==> src/rtl/dec139_rr_arbiter_if.sv <==
// Request/grant bundle between four requesters and the 74x139-half arbiter.
interface dec139_rr_arbiter_if;
  logic [3:0] REQ_L;
  logic       G_L;
  logic       A;
  logic       B;
  logic [3:0] GNT_L;
  logic       BUSY;

  // Requester side: drives requests, observes the grant.
  modport master (
    output REQ_L,
    input  G_L, A, B, GNT_L, BUSY
  );

  // Arbiter side: samples requests, drives decoder enable/select and grant.
  modport slave (
    input  REQ_L,
    output G_L, A, B, GNT_L, BUSY
  );
endinterface

==> src/rtl/dec139_rr_arbiter.sv <==
// Four-requester round-robin arbiter driving one half of a 74x139 decoder.
// Grants are held for at most MAX_HOLD cycles while others wait, and every
// handoff passes through a one-cycle GAP with the decoder disabled.
module dec139_rr_arbiter #(
  parameter int unsigned MAX_HOLD = 8
) (
  input logic                 CLK,
  input logic                 RESET,
  dec139_rr_arbiter_if.slave  bus
);

  typedef enum logic [1:0] {
    IDLE  = 2'd0,
    GRANT = 2'd1,
    GAP   = 2'd2
  } state_t;

  localparam logic [3:0] HOLD_MAX = 4'(MAX_HOLD);
  localparam logic [3:0] HOLD_LIM = 4'(MAX_HOLD - 1);

  state_t     state_q, state_d;
  logic [1:0] ptr_q, ptr_d;
  logic [1:0] own_q, own_d;
  logic [3:0] hc_q, hc_d;
  logic       g_l_q, g_l_d;
  logic       busy_q, busy_d;
  logic [3:0] gnt_l_q, gnt_l_d;

  logic [3:0] req;
  logic [1:0] win;
  logic       win_vld;
  logic [1:0] scan_idx;
  logic       others_req;

  assign req = ~bus.REQ_L;

  // Round-robin scan starting at ptr; first active request wins.
  always_comb begin
    win      = '0;
    win_vld  = 1'b0;
    scan_idx = '0;
    for (int unsigned i = 0; i < 4; i++) begin
      scan_idx = ptr_q + 2'(i);
      if (!win_vld && req[scan_idx]) begin
        win     = scan_idx;
        win_vld = 1'b1;
      end
    end
  end

  // Any requester other than the current owner is waiting.
  always_comb begin
    others_req = |(req & ~(4'b0001 << own_q));
  end

  // Next-state, pointer, hold counter and registered-output decode.
  always_comb begin
    state_d = state_q;
    ptr_d   = ptr_q;
    own_d   = own_q;
    hc_d    = hc_q;
    case (state_q)
      IDLE: begin
        if (win_vld) begin
          state_d = GRANT;
          own_d   = win;
          ptr_d   = win + 2'd1;
          hc_d    = '0;
        end
      end
      GRANT: begin
        // A release takes precedence; preemption yields the same GAP anyway.
        // ">=" rather than "==" so a saturated counter still allows preemption
        // when a second requester shows up late.
        if (!req[own_q]) begin
          state_d = GAP;
        end else if ((hc_q >= HOLD_LIM) && others_req) begin
          state_d = GAP;
        end else if (hc_q != HOLD_MAX) begin
          hc_d = hc_q + 4'd1;
        end
      end
      GAP: begin
        if (win_vld) begin
          state_d = GRANT;
          own_d   = win;
          ptr_d   = win + 2'd1;
          hc_d    = '0;
        end else begin
          state_d = IDLE;
        end
      end
      default: state_d = IDLE;
    endcase

    g_l_d   = (state_d != GRANT);
    busy_d  = (state_d != IDLE);
    gnt_l_d = g_l_d ? 4'b1111 : ~(4'b0001 << own_d);
  end

  // State and output registers; reset drops any grant immediately.
  always_ff @(posedge CLK or posedge RESET) begin
    if (RESET) begin
      state_q <= IDLE;
      ptr_q   <= '0;
      own_q   <= '0;
      hc_q    <= '0;
      g_l_q   <= 1'b1;
      busy_q  <= 1'b0;
      gnt_l_q <= '1;
    end else begin
      state_q <= state_d;
      ptr_q   <= ptr_d;
      own_q   <= own_d;
      hc_q    <= hc_d;
      g_l_q   <= g_l_d;
      busy_q  <= busy_d;
      gnt_l_q <= gnt_l_d;
    end
  end

  assign bus.G_L   = g_l_q;
  assign bus.A     = own_q[0];
  assign bus.B     = own_q[1];
  assign bus.GNT_L = gnt_l_q;
  assign bus.BUSY  = busy_q;

endmodule

==> src/flat_wrapper.sv <==
// flat-port wrapper written by rule: the top's interface ports become plain ports
module dec139_rr_arbiter_flat 
#(
  parameter int unsigned MAX_HOLD = 8
)
  (CLK, RESET, bus_REQ_L, bus_G_L, bus_A, bus_B, bus_GNT_L, bus_BUSY);
  dec139_rr_arbiter_if bus_i ();
  input logic CLK;
  input logic RESET;
  input wire logic [$bits(bus_i.REQ_L)-1:0] bus_REQ_L;
  output wire logic [$bits(bus_i.G_L)-1:0] bus_G_L;
  output wire logic [$bits(bus_i.A)-1:0] bus_A;
  output wire logic [$bits(bus_i.B)-1:0] bus_B;
  output wire logic [$bits(bus_i.GNT_L)-1:0] bus_GNT_L;
  output wire logic [$bits(bus_i.BUSY)-1:0] bus_BUSY;
  assign bus_i.REQ_L = bus_REQ_L;
  assign bus_G_L = bus_i.G_L;
  assign bus_A = bus_i.A;
  assign bus_B = bus_i.B;
  assign bus_GNT_L = bus_i.GNT_L;
  assign bus_BUSY = bus_i.BUSY;
  dec139_rr_arbiter #(.MAX_HOLD(MAX_HOLD)) u_core (.CLK(CLK), .RESET(RESET), .bus(bus_i));
endmodule
==> config.mk <==
export PLATFORM = sky130hd
export DESIGN_NAME = dec139_rr_arbiter_flat
export DESIGN_NICKNAME = d
export VERILOG_FILES = /design/src/rtl/dec139_rr_arbiter_if.sv /design/src/rtl/dec139_rr_arbiter.sv /design/src/flat_wrapper.sv
export SDC_FILE = /design/constraint.sdc
export NUM_CORES = 1
export LEC_CHECK = 0
export ABC_AREA = 1
export BUFFER_PORTS_ARGS = -buffer_cell sky130_fd_sc_hd__buf_4
export CAP_MARGIN = 20
export CELL_PAD_IN_SITES_DETAIL_PLACEMENT = 1
export CELL_PAD_IN_SITES_GLOBAL_PLACEMENT = 2
export CORE_MARGIN = 3
export CORE_UTILIZATION = 32
export CTS_CLUSTER_DIAMETER = 60
export DETAILED_ROUTE_END_ITERATION = 16
export PLACE_DENSITY = 0.88
export SYNTH_ARGS = -nofsm -noshare
export SYNTH_HDL_FRONTEND = slang
export SYNTH_SLANG_ARGS = --single-unit
==> constraint.sdc <==
create_clock -name CLK -period 1.83 [get_ports CLK]
set_input_delay 0.0915 -clock CLK [delete_from_list [all_inputs] [get_ports CLK]]
set_output_delay 0.0915 -clock CLK [all_outputs]
set_load 0.1 [all_outputs]
* Word-level counts from Yosys, hierarchy flattened
Cells that the tools add are included.
Widths: inputs -> output; s select.
** Storage, ports and cells
- Register bits after elaboration :: 16
- Bits in latches :: 0
- Bits in writable memories :: 0
- ROM bits :: 0
- Output and inout bits :: 8
- Memories :: 0
** Cells by class
- $add $sub $neg :: 5
- Multipliers :: 0
- Divide/modulo/power cells :: 0
- Magnitude comparators :: 6
- Equal/unequal tests :: 8
- Shift operators :: 2
- Mux-type cells :: 31
- Bitwise operators :: 4
- Reduce and logical (&&, ||, !) cells :: 14
** Operators with widths (number)
- $mux 4 :: 5
- $mux 2 :: 9
- $lt 2x3->1 const B :: 5
- $not 4->4 :: 3
- $bmux 1 s2 :: 5
- $mux 1 :: 10
- $ne 2x1->1 const B :: 4
- $pmux 4 s2 :: 1
- $shl 1x2->4 const A :: 2
- $pmux 2 s3 :: 1
- $reduce_and 5->1 :: 1
- $add 2x1->2 const B :: 2
- $add 2x2->2 const B :: 2
- $add 4x1->4 const B :: 1
- $and 4x4->4 :: 1
- $ge 4x3->1 const B :: 1
- $logic_and 1x1->1 :: 4
- $ne 4x4->1 const B :: 1
- $reduce_bool 2->1 :: 2
- $reduce_or 4->1 :: 1
- $logic_not 1->1 :: 3
- $eq 2x1->1 const B :: 1
- $eq 2x2->1 const B :: 1
- $logic_not 2->1 :: 1
- other kinds (3) :: 3

* Longest topological paths before layout
Gate-level depths: netlist of run 1.
- Depth after elaboration :: 18
- Gate-level depth with buffers :: 14
- Mapped depth without buffers :: 13

* Worst setup path after synthesis of run 1
Ideal clock, no wire load.
- Path type :: register to register
- From :: reg u_core.own_q[0]
- To :: reg u_core.hc_q[0]
- Library setup time :: 0.122 ns
- Data arrival time :: 1.991 ns
- Data required time :: 1.708 ns
- Slack :: -0.283 ns
- Stages on the path, launching flop included :: 10
- Buffers on the path :: 0
- Path through :: dfrtp_1 inv_1 o21ai_0 nand2_1 o21ai_1 nand2_1 nor2_4 nand2_2 nand2_2 o21ai_1
** On the way
- Longest elaborated chain between the ends :: 7
- Elaborated cells on any way between the ends :: 10
** Ends and longest elaborated chain
- from (decl) :: line dec139_rr_arbiter.sv:23 : logic [1:0] own_q, own_d;
- from (signal assigned) :: line dec139_rr_arbiter.sv:114 : own_q <= own_d;
- $shl 1x2->4 :: line dec139_rr_arbiter.sv:53 : others_req = |(req & ~(4'b0001 << own_q));
- $not 4->4 :: line dec139_rr_arbiter.sv:53
- $and 4x4->4 :: line dec139_rr_arbiter.sv:53
- $reduce_or 4->1 :: line dec139_rr_arbiter.sv:53
- $logic_and 1x1->1 :: line dec139_rr_arbiter.sv:77 : end else if ((hc_q >= HOLD_LIM) && others_req) begin
- $ne 2x2->1 (no line)
- $reduce_and 5->1 (no line) *
- to (signal assigned) :: line dec139_rr_arbiter.sv:107 : hc_q <= '0;
- to (signal assigned) :: line dec139_rr_arbiter.sv:115 : hc_q <= hc_d;
- to (decl) :: line dec139_rr_arbiter.sv:24 : logic [3:0] hc_q, hc_d;
Mark *: on every way between the ends. The rest lies on a longest branch, timed or not. The select of a mux whose other input is x is not followed.
A chain may end at the register's enable or synchronous reset.

* Final worst setup path of run 1
- From :: reg u_core.ptr_q[0]
- To :: reg u_core.gnt_l_q[2] (netlist: u_core.bus.GNT_L[2])
** On the way
- Longest elaborated chain between the ends :: 17
- Elaborated cells on any way between the ends :: 34
** Ends and longest elaborated chain
- from (decl) :: line dec139_rr_arbiter.sv:22 : logic [1:0] ptr_q, ptr_d;
- from (signal assigned) :: line dec139_rr_arbiter.sv:113 : ptr_q <= ptr_d;
- branches (longest 16 deep; another with $add 2x1->2)
- $mux 4 * :: line dec139_rr_arbiter.sv:98 : gnt_l_d = g_l_d ? 4'b1111 : ~(4'b0001 << own_d);
- net u_core.gnt_l_d[2] :: line dec139_rr_arbiter.sv:27 : logic [3:0] gnt_l_q, gnt_l_d;
- to (signal assigned) :: line dec139_rr_arbiter.sv:118 : gnt_l_q <= gnt_l_d;
- to (decl) :: line dec139_rr_arbiter.sv:27
Mark *: on every way through the listed nets, which the timed path passes. The select of a mux whose other input is x is not followed.

==> results.md, run 1 <==
* Core Box Area at between 3000 and 4000 um^2
* DP Wirelength at 2260 um
* Routed vias/inst at 4.89
* Cell variety after synth at 24
* Most frequent cells in the layout: nand2_1, nand2_2, inv_1, nand3_1, buf_4
* Ys Warns at 0
* Crit path time final at 1.64 ns
* Root Driver: clkbuf_4
* GRT Total Usage at around 15%
* # IOs at 14
* Max H-tree Level at 1
* Worst clock skew at 0.00235 ns
* Max cap viols at 0
* Non-filler cells, final at 215
* Chip height at 65.0 um
* DRT iter0 DRCs at 53
* WL final at 2890 um
* Number of flops mapped to enable cells by yosys at 0
* Least-Margin Pin Slew at roughly 0.6 ns
* Via Count at 1052
* Run status: finished, final reports clean
* Avg Cell Area, Syn at 7.38 um^2
* Setup CP Type: reg2reg
* Clock Pin Slew Worst Setup and Hold Paths at 0.10 ns
* Register area at 412 um^2
* Largest net degree at the start of global routing at 17
* PortBufs at 13
* DRT Pass-1 Iters at 4
* Area Overhead vs Synth at 20.3%
* Final nets at 180
* Most used DFF post-synth: dfrtp_1
* Slew headroom at between 50% and 60%
* Grt ovf at 0
* Placed Cells at 208
* CTS tree: built
* Row cnt at 20
* Slew Viols, Final at 0
* Area occupied by multi-input gates at 614 um^2
* Hold Path Class: in2reg
* Data arrival time of the critical path at 1.86 ns
* Clock latency on the worst-skew pair at 0.29 ns
* Seq cells post-synth at 16
* Commonest non-fill, non-tap cell in the layout: nand2_1
* Design area at 1340 um^2
* Die area at roughly 4200 um^2
* Setup TNS at 0 ns
* First-pass GRT wire length at 5030 um
* Mapped cell area at 1110 um^2
* Critical Path RT at slightly above 2 ns
* CTS max path bufs at 2
* Diode count at 0
* Drt drc at 0
* Final setup fails at 0
* FMAX at between 0.6 and 0.7 GHz
* Fin crit share at 89.9%
* Sequential area share after synthesis at a little over a third
* Syn_nets at about 160
* Worst Setup End Kind: register
* Endpoints failing hold at 0
* GP Congestion at 0.782
* Antenna Nets Post-Route at 0
* Number of global-route vias before repair at 1064
* Starting Density at 35.1%
* Clk sinks at 16
* CTS buffer count at 3
* Element type at the critical path start: register
* Die Wd at 65.0 um
* Routed len/inst at 13.4 um
* Fill count at 430
* CP Max Fanout at 7
* Initial antenna violation count at 0
* Layout cell share with drive strength beyond 1 at between 30% and 40%
* Placed Area at between 1000 and 1500 um^2
* Post-Synthesis Cells at ~150
* FFs w/ async S/R, synth at 100%
[through the flow]
step                      worst slack, ns  utilization [%]  hold slack (ns)
final                               0.186             42.2            0.261
after global routing              -0.0124             42.2            0.289
after CTS                          0.0185             41.2            0.241
after detailed placement           0.0454             39.7            0.204
after global placement              0.137             39.7            0.200
after floorplan                    0.0541                -          0.00153
[critical path, stage by stage, from the launching register on]
cell	delay (ns)
dfrtp_2	0.44
inv_2	0.13
nand2_1	0.11
nand2_2	0.10
nand2_2	0.07
nand2_4	0.09
nand2_2	0.06
nand2_1	0.11
nor2_2	0.05
nand2_2	0.07
nand2_2	0.06
a21oi_1	0.19
nand3_1	0.10
[flip-flops by register name, indices dropped and copies added (netlist names)]
name and count:
u_core.ptr_q 2, u_core.bus.BUSY 1, u_core.own_q 2, u_core.state_q 2, u_core.bus.GNT_L 4, u_core.bus.G_L 1
u_core.hc_q 4
[layout make-up]
| cell class | instances | share of cell area, % |
|---|---|---|
| well taps | 44 | 4.10 |
| clock buffers | 4 | 2.71 |
| multi-input cells | 114 | 45.8 |
| flip-flops and latches | 16 | 30.7 |
| repair buffers | 18 | 11.2 |
| inverters | 19 | 5.50 |
[worst paths after layout]
check                                                  from                       endpoint  slack, ns  cells after the start
worst max-delay path            u_core.ptr_q[0]$_DFFE_PP0P_  u_core.bus.GNT_L[2]$_DFF_PP1_       0.19                     12
max in group asynchronous                             RESET      u_core.own_q[1]$_DFF_PP0_       0.98                      3
worst max register to register  u_core.ptr_q[0]$_DFFE_PP0P_  u_core.bus.GNT_L[2]$_DFF_PP1_       0.19                     12
worst min-delay path                           bus_REQ_L[0]    u_core.state_q[1]$_DFF_PP0_       0.26                      5
worst min register to register  u_core.state_q[1]$_DFF_PP0_    u_core.state_q[1]$_DFF_PP0_       0.59                      3
min in group asynchronous                             RESET     u_core.hc_q[2]$_DFFE_PP0P_       0.42                      3
[repair_timing]
item | CTS | global route
gates resized for setup | 0 | 3
hold buffers | 1 | 0
setup buffers | 0 | 2
endpoints found under the setup margin | 0 | 11
endpoints found under the hold margin | 11 | 0
[cells by family after synthesis]
family                     Yosys count  share of synthesized area (%)
and+or+nand+nor                     98                           45.5
buffers and inverters               21                           8.64
DFF                                 16                           36.5
AOI/OAI and AO/OA                   13                           6.40
adders and majority gates            2                           2.24
xor gates and xnor gates             1                          0.786
[per-layer routing]
layer  part of all wire (%)  GRT usage (%)
met5                      0              0
met4                   0.45           1.55
met3                    5.0           3.81
met2                     45           23.5
met1                     49           21.8
[Yosys cell counts (3+ instances only)]
cell,count,share of area (%)
nand2_1,43,14
nand2_2,18,10
inv_1,16,5.4
nand3_1,16,7.2
dfrtp_1,11,25
nor2_1,7,2.4
dfstp_2,5,12
nand4_1,4,2.2
nor2_4,4,4.0
o21ai_1,4,1.8
a21oi_1,3,1.3
o21ai_0,3,1.3
Power of run 1 is not shown: default switching activity piles up to over one toggle a cycle in this logic, so the estimate is an artifact.
==> run 2, diff against run 1 <==
Settings changed: PLACE_DENSITY 0.88 to default, PLACE_DENSITY_LB_ADDON from default to 0.1.
==> run 2 against run 1 <==
  * Maximum frequency shrank 1.4%
  * Count of clock-buffer cells in the layout unchanged
  * Worst setup slack worse by 0.023 ns
  * Hold slack worse by 0.024 ns
  * Non-clock buffer count fell by 3
  * Critical path depth did not move
  * Via count fell by 2.9%
  * Clock skew barely moved
  * Routed wire length is 0.55% higher
==> results.md, run 2 (synthesized netlist as in run 1, its figures left out) <==
* Run status: finished, final reports clean (unchanged)
* Unrepaired setup endpoints after global routing: no
* Antenna Nets Post-Route at 0 (unchanged)
* Largest net degree at the start of global routing at 17 (unchanged)
* Setup TNS at 0 ns (unchanged)
* Row cnt at 20 (unchanged)
* Routed vias/inst at 4.82 (was 4.89)
* CTS max path bufs at 2 (unchanged)
* Slowest-stage cell, CP: dfrtp_2 (unchanged)
* Core Util, Final at 41.3% (was 42.2%)
* Clock latency on the worst-skew pair at 0.29 ns (about the same)
* FMAX at 0.600 GHz (was 0.608 GHz)
* Core Box Area at 3180 um^2 (unchanged)
* Max cap viols at 0 (unchanged)
* Crit path time final at 1.67 ns (was 1.64 ns)
* CTS buffer count at 3 (unchanged)
* Fill count at 435 (was 430)
* Chip height at 65.0 um (unchanged)
* # IOs at 14 (unchanged)
* Final WS setup at 0.163 ns (was 0.186 ns)
* Worst clock skew at 0.00219 ns (was 0.00235 ns)
* Clock Pin Slew Worst Setup and Hold Paths at 0.10 ns (about the same)
* Critical Path RT at 2.01 ns (was 2.04 ns)
* Met3 GRT Util at 3.81% (unchanged)
* Most frequent cells in the layout: nand2_1, nand2_2, inv_1, nand3_1, buf_4 (unchanged)
* WL final at 2900 um (was 2890 um)
* Data arrival time of the critical path at 1.85 ns (was 1.86 ns)
* Setup CP Type: reg2reg (unchanged)
* Worst path bufs/invs at 1 (unchanged)
* Diode count at 0 (unchanged)
* Least-Margin Pin Slew at 0.617 ns (was 0.613 ns)
* Worst path most repeated cell: nand2_2 (unchanged)
* Crit path cell chain: buf_4 -> nand2_2 -> nand2_2 -> nand2_2 -> nand2_4 -> nand2_2 -> nand2_1 -> nor2_1 -> nand2_2 -> nand2_2 -> nand2_1 -> o21a_1 (was inv_2 -> nand2_1 -> nand2_2 -> nand2_2 -> nand2_4 -> nand2_2 -> nand2_1 -> nor2_2 -> nand2_2 -> nand2_2 -> a21oi_1 -> nand3_1)
* Via Count at 1022 (was 1052)
* Drt drc at 0 (unchanged)
* DP Wirelength at 2360 um (was 2260 um)
* Commonest non-fill, non-tap cell in the layout: nand2_1 (unchanged)
* PortBufs at 13 (unchanged)
* DRT Pass-1 Iters at 2 (was 4)
* DRT iter0 DRCs at 24 (was 53)
* CP top delay family: simple AND/OR/NAND/NOR gates (unchanged)
* Slew headroom at 58.8% (was 59.1%)
* CP Max Fanout at 6 (was 7)
* First-pass GRT wire length at 4960 um (was 5030 um)
* Area Overhead vs Synth at 17.6% (was 20.3%)
* GRT Total Usage at 15.2% (was 15.1%)
* Met2 Usage GRT at 24.3% (was 23.5%)
* Final setup fails at 0 (unchanged)
* Area occupied by multi-input gates at 619 um^2 (was 614 um^2)
* Fin crit share at 91.1% (was 89.9%)
* Clk sinks at 16 (unchanged)
* Die area at 4230 um^2 (unchanged)
* Max H-tree Level at 1 (unchanged)
* Starting Density at 35.1% (unchanged)
* Initial antenna violation count at 0 (unchanged)
* Pre-CTS setup slack at 0.151 ns (was 0.0454 ns)
* Root Driver: clkbuf_4 (unchanged)
* Hold Path Class: in2reg (unchanged)
* Critical path's largest stage delay at 0.46 ns (was 0.44 ns)
* Register area at 412 um^2 (unchanged)
* GP Congestion at 0.793 (was 0.782)
* Routed len/inst at 13.7 um (was 13.4 um)
* Endpoints failing hold at 0 (unchanged)
* Worst Setup End Kind: register (unchanged)
* Final nets at 177 (was 180)
* Layout cell share with drive strength beyond 1 at 33.9% (was 34.5%)
* Most Used Layer, Global Route: met2 (unchanged)
* Met1 usage at 20.8% (was 21.8%)
* Element type at the critical path start: register (unchanged)
* Number of global-route vias before repair at 1028 (was 1064)
* CTS tree: built (unchanged)
* Die Wd at 65.0 um (unchanged)
* Slew Viols, Final at 0 (unchanged)
* Grt ovf at 0 (unchanged)
-- run 2: changes by cell type in the layout (fill, tap and decap cells not counted), sizes merged --
cell,change
buf,-3
-- run 2: metrics by stage --
stage / hold WS (ns) / cells / cell area [um^2]
floorplan: 0.00153 / 151 / 1120
global placement: 0.206 / 207 / 1250
detailed placement: 0.213 / 207 / 1250
CTS: 0.227 / 212 / 1300
global route: 0.239 / 212 / 1310
finish: 0.236 / 212 / 1310
-- run 2: timing repair --
action | CTS | global route
endpoints found under the hold margin | 11 | 0
hold buffers | 1 | 0
setup buffers | 0 | 0
setup endpoints to repair | 0 | 5
resized for setup | 0 | 4
-- run 2: worst paths after layout --
check	from	slack, ns	cells after the start	endpoint
setup / recovery	u_core.ptr_q[0]$_DFFE_PP0P_	0.16	12	u_core.ptr_q[0]$_DFFE_PP0P_
hold reg to reg	u_core.hc_q[3]$_DFFE_PP0P_	0.58	2	u_core.hc_q[3]$_DFFE_PP0P_
max in group asynchronous	RESET	0.96	3	u_core.ptr_q[0]$_DFFE_PP0P_
hold / removal	bus_REQ_L[1]	0.24	5	u_core.state_q[1]$_DFF_PP0_
min in group asynchronous	RESET	0.44	3	u_core.state_q[0]$_DFF_PP0_
setup reg to reg	u_core.ptr_q[0]$_DFFE_PP0P_	0.16	12	u_core.ptr_q[0]$_DFFE_PP0P_
-- run 2: worst register-to-register path, cell delays in order, from the launching register on --
cell and delay, ns:
dfrtp_2 0.46, buf_4 0.17, nand2_2 0.07, nand2_2 0.08
nand2_2 0.08, nand2_4 0.08, nand2_2 0.07, nand2_1 0.06
nor2_1 0.12, nand2_2 0.07, nand2_2 0.08, nand2_1 0.08
o21a_1 0.14
-- run 2: layout make-up --
class | count | area share, %
tap | 44 | 4.20
clock buffer | 4 | 2.77
multi-input combinational | 114 | 47.2
timing repair buffer | 15 | 8.78
sequential | 16 | 31.4
inverter | 19 | 5.63
-- run 2: layer usage --
layer  vias up  part of all wire (%)
met5         -                     0
met4         0                  0.93
met3         5                   3.9
met2        14                    43
met1       486                    52
li1        517                     -
Power of run 2 is left out for the same reason.
==> run 3, diff against run 2 <==
==> constraint.sdc (replaced) <==
create_clock -name CLK -period 1.83 [get_ports CLK]
set_input_delay 0.366 -clock CLK [delete_from_list [all_inputs] [get_ports CLK]]
set_output_delay 0.366 -clock CLK [all_outputs]
set_load 0.1 [all_outputs]
==> run 3 against run 2 <==
  * Via count down 0.20%
  * Register-to-register slack about the same
  * Worst setup slack about the same
  * First-iteration DRC count unchanged
  * Global-route usage down 0.15 points
  * Critical path depth unchanged
  * Sequential share of layout area up 0.24 points
  * Clock skew about the same
==> results.md, run 3 (synthesized netlist as in run 1, its figures left out) <==
* CP startpoint: u_core.ptr_q[0]$_DFFE_PP0P_ (unchanged)
* Endpoints failing hold at 0 (unchanged)
* Unrepaired setup endpoints after global routing: no (unchanged)
* Worst Setup EP: u_core.ptr_q[0]$_DFFE_PP0P_ (unchanged)
* Critical Path RT at 2.01 ns (about the same)
* Worst clock skew at 0.00215 ns (was 0.00219 ns)
* PortBufs at 13 (unchanged)
* FMAX at 0.600 GHz (about the same)
* Setup CP Type: reg2reg (unchanged)
* # IOs at 14 (unchanged)
* Grt ovf at 0 (unchanged)
* CTS max path bufs at 2 (unchanged)
* Die Wd at 65.0 um (unchanged)
* GP Congestion at 0.793 (unchanged)
* Routed len/inst at 13.7 um (about the same)
* RR Startpoint: u_core.ptr_q[0]$_DFFE_PP0P_ (unchanged)
* Setup TNS at 0 ns (unchanged)
* Max cap viols at 0 (unchanged)
* CTS buffer count at 3 (unchanged)
* Commonest non-fill, non-tap cell in the layout: nand2_1 (unchanged)
* GRT Total Usage at 15.1% (was 15.2%)
* Layout cell share with drive strength beyond 1 at 34.1% (was 33.9%)
* DP Wirelength at 2360 um (unchanged)
* Worst Setup End Kind: register (unchanged)
* Root Driver: clkbuf_4 (unchanged)
* DRT Pass-1 Iters at 2 (unchanged)
* Number of global-route vias before repair at 1016 (was 1028)
* DRT iter0 DRCs at 24 (unchanged)
* Drt drc at 0 (unchanged)
* Least-Margin Pin Slew at 0.621 ns (was 0.617 ns)
* Non-filler cells, final at 211 (was 212)
* Design area at 1300 um^2 (was 1310 um^2)
* Element type at the critical path start: register (unchanged)
* Core Box Area at 3180 um^2 (unchanged)
* Diode count at 0 (unchanged)
* Run status: finished, final reports clean (unchanged)
* Setup bufs post-CTS at 0 (unchanged)
* Worst-case reg-to-reg path depth at 12 (unchanged)
* Placed Cells at 207 (unchanged)
* CTS tree: built (unchanged)
* Routed vias/inst at 4.83 (was 4.82)
* Final setup fails at 0 (unchanged)
* Slew Viols, Final at 0 (unchanged)
* WL final at 2890 um (was 2900 um)
* CP Max Fanout at 6 (unchanged)
* Area Overhead vs Synth at 16.7% (was 17.6%)
* Row cnt at 20 (unchanged)
* Largest net degree at the start of global routing at 17 (unchanged)
* Chip height at 65.0 um (unchanged)
* Antenna Nets Post-Route at 0 (unchanged)
* Data arrival time of the critical path at 1.85 ns (about the same)
* Fin crit share at 91.1% (about the same)
* Initial antenna violation count at 0 (unchanged)
* Max H-tree Level at 1 (unchanged)
* Most frequent cells in the layout: nand2_1, nand2_2, inv_1, nand3_1, buf_4 (unchanged)
* Post-cts hold buffer count at 0 (was 1)
* Placed Area at 1250 um^2 (unchanged)
* Setup slack on the worst flop-to-flop path at 0.16 ns (about the same)
* Core Util, Final at 40.9% (was 41.3%)
* Reg-to-Reg End: u_core.ptr_q[0]$_DFFE_PP0P_ (unchanged)
* Hold Path Class: in2async (was in2reg)
* Clock latency on the worst-skew pair at 0.29 ns (about the same)
* First-pass GRT wire length at 4910 um (was 4960 um)
* Die area at 4230 um^2 (unchanged)
* Clk sinks at 16 (unchanged)
* Slew headroom at 58.6% (was 58.8%)
* Starting Density at 35.1% (unchanged)
* Clock Pin Slew Worst Setup and Hold Paths at 0.10 ns (about the same)
* Final nets at 176 (was 177)
* Crit path time final at 1.67 ns (about the same)
* Via Count at 1020 (was 1022)
-- run 3: changes by cell type in the layout (fill, tap and decap cells not counted), sizes merged --
cell	previous run	this run
dlygate4sd3	1	0
-- run 3: layout make-up --
cell class | count | area, um^2
well taps | 44 | 55.1
repair buffers | 14 | 105
multi-input cells | 114 | 619
clock buffers | 4 | 36.3
inverters | 19 | 73.8
fillers | 438 | 1880
flip-flops and latches | 16 | 412
-- run 3: layer usage --
layer | track usage (%) | routed length [um]
met1 | 20.6 | 1510
met3 | 3.81 | 112
met2 | 24.0 | 1240
met5 | 0 | 0
met4 | 3.11 | 27
-- run 3: what timing repair did --
item	in CTS	in global routing
endpoints found under the setup margin	0	5
gates resized for setup	0	4
endpoints found under the hold margin	0	0
-- run 3: critical path, cell delays in order (launching register included) --
cell and delay, ns:
dfrtp_2 0.46, buf_4 0.17, nand2_2 0.07, nand2_2 0.08, nand2_2 0.08, nand2_4 0.08, nand2_2 0.07, nand2_1 0.06
nor2_1 0.12, nand2_2 0.07, nand2_2 0.08, nand2_1 0.08, o21a_1 0.14
-- run 3: worst min path at each step --
| stage | from | end | slack, ns | cells after the start |
|---|---|---|---|---|
| after floorplan | RESET | u_core.bus.BUSY$_DFF_PP0_ | 0.28 | 1 |
| after detailed placement | RESET | u_core.state_q[0]$_DFF_PP0_ | 0.49 | 2 |
| after global routing | RESET | u_core.hc_q[0]$_DFFE_PP0P_ | 0.17 | 2 |
| after CTS | RESET | u_core.hc_q[2]$_DFFE_PP0P_ | 0.16 | 2 |
| final | RESET | u_core.state_q[0]$_DFF_PP0_ | 0.15 | 2 |
| after global placement | RESET | u_core.hc_q[0]$_DFFE_PP0P_ | 0.48 | 2 |
-- run 3: stage by stage --
stage                     setup slack [ns]  hold WS, ns
after CTS                            0.119        0.158
final                                0.163        0.146
after global routing               0.00209        0.173
after floorplan                     0.0541        0.276
after global placement               0.123        0.480
after detailed placement             0.151        0.487
Power of run 3 is left out for the same reason.
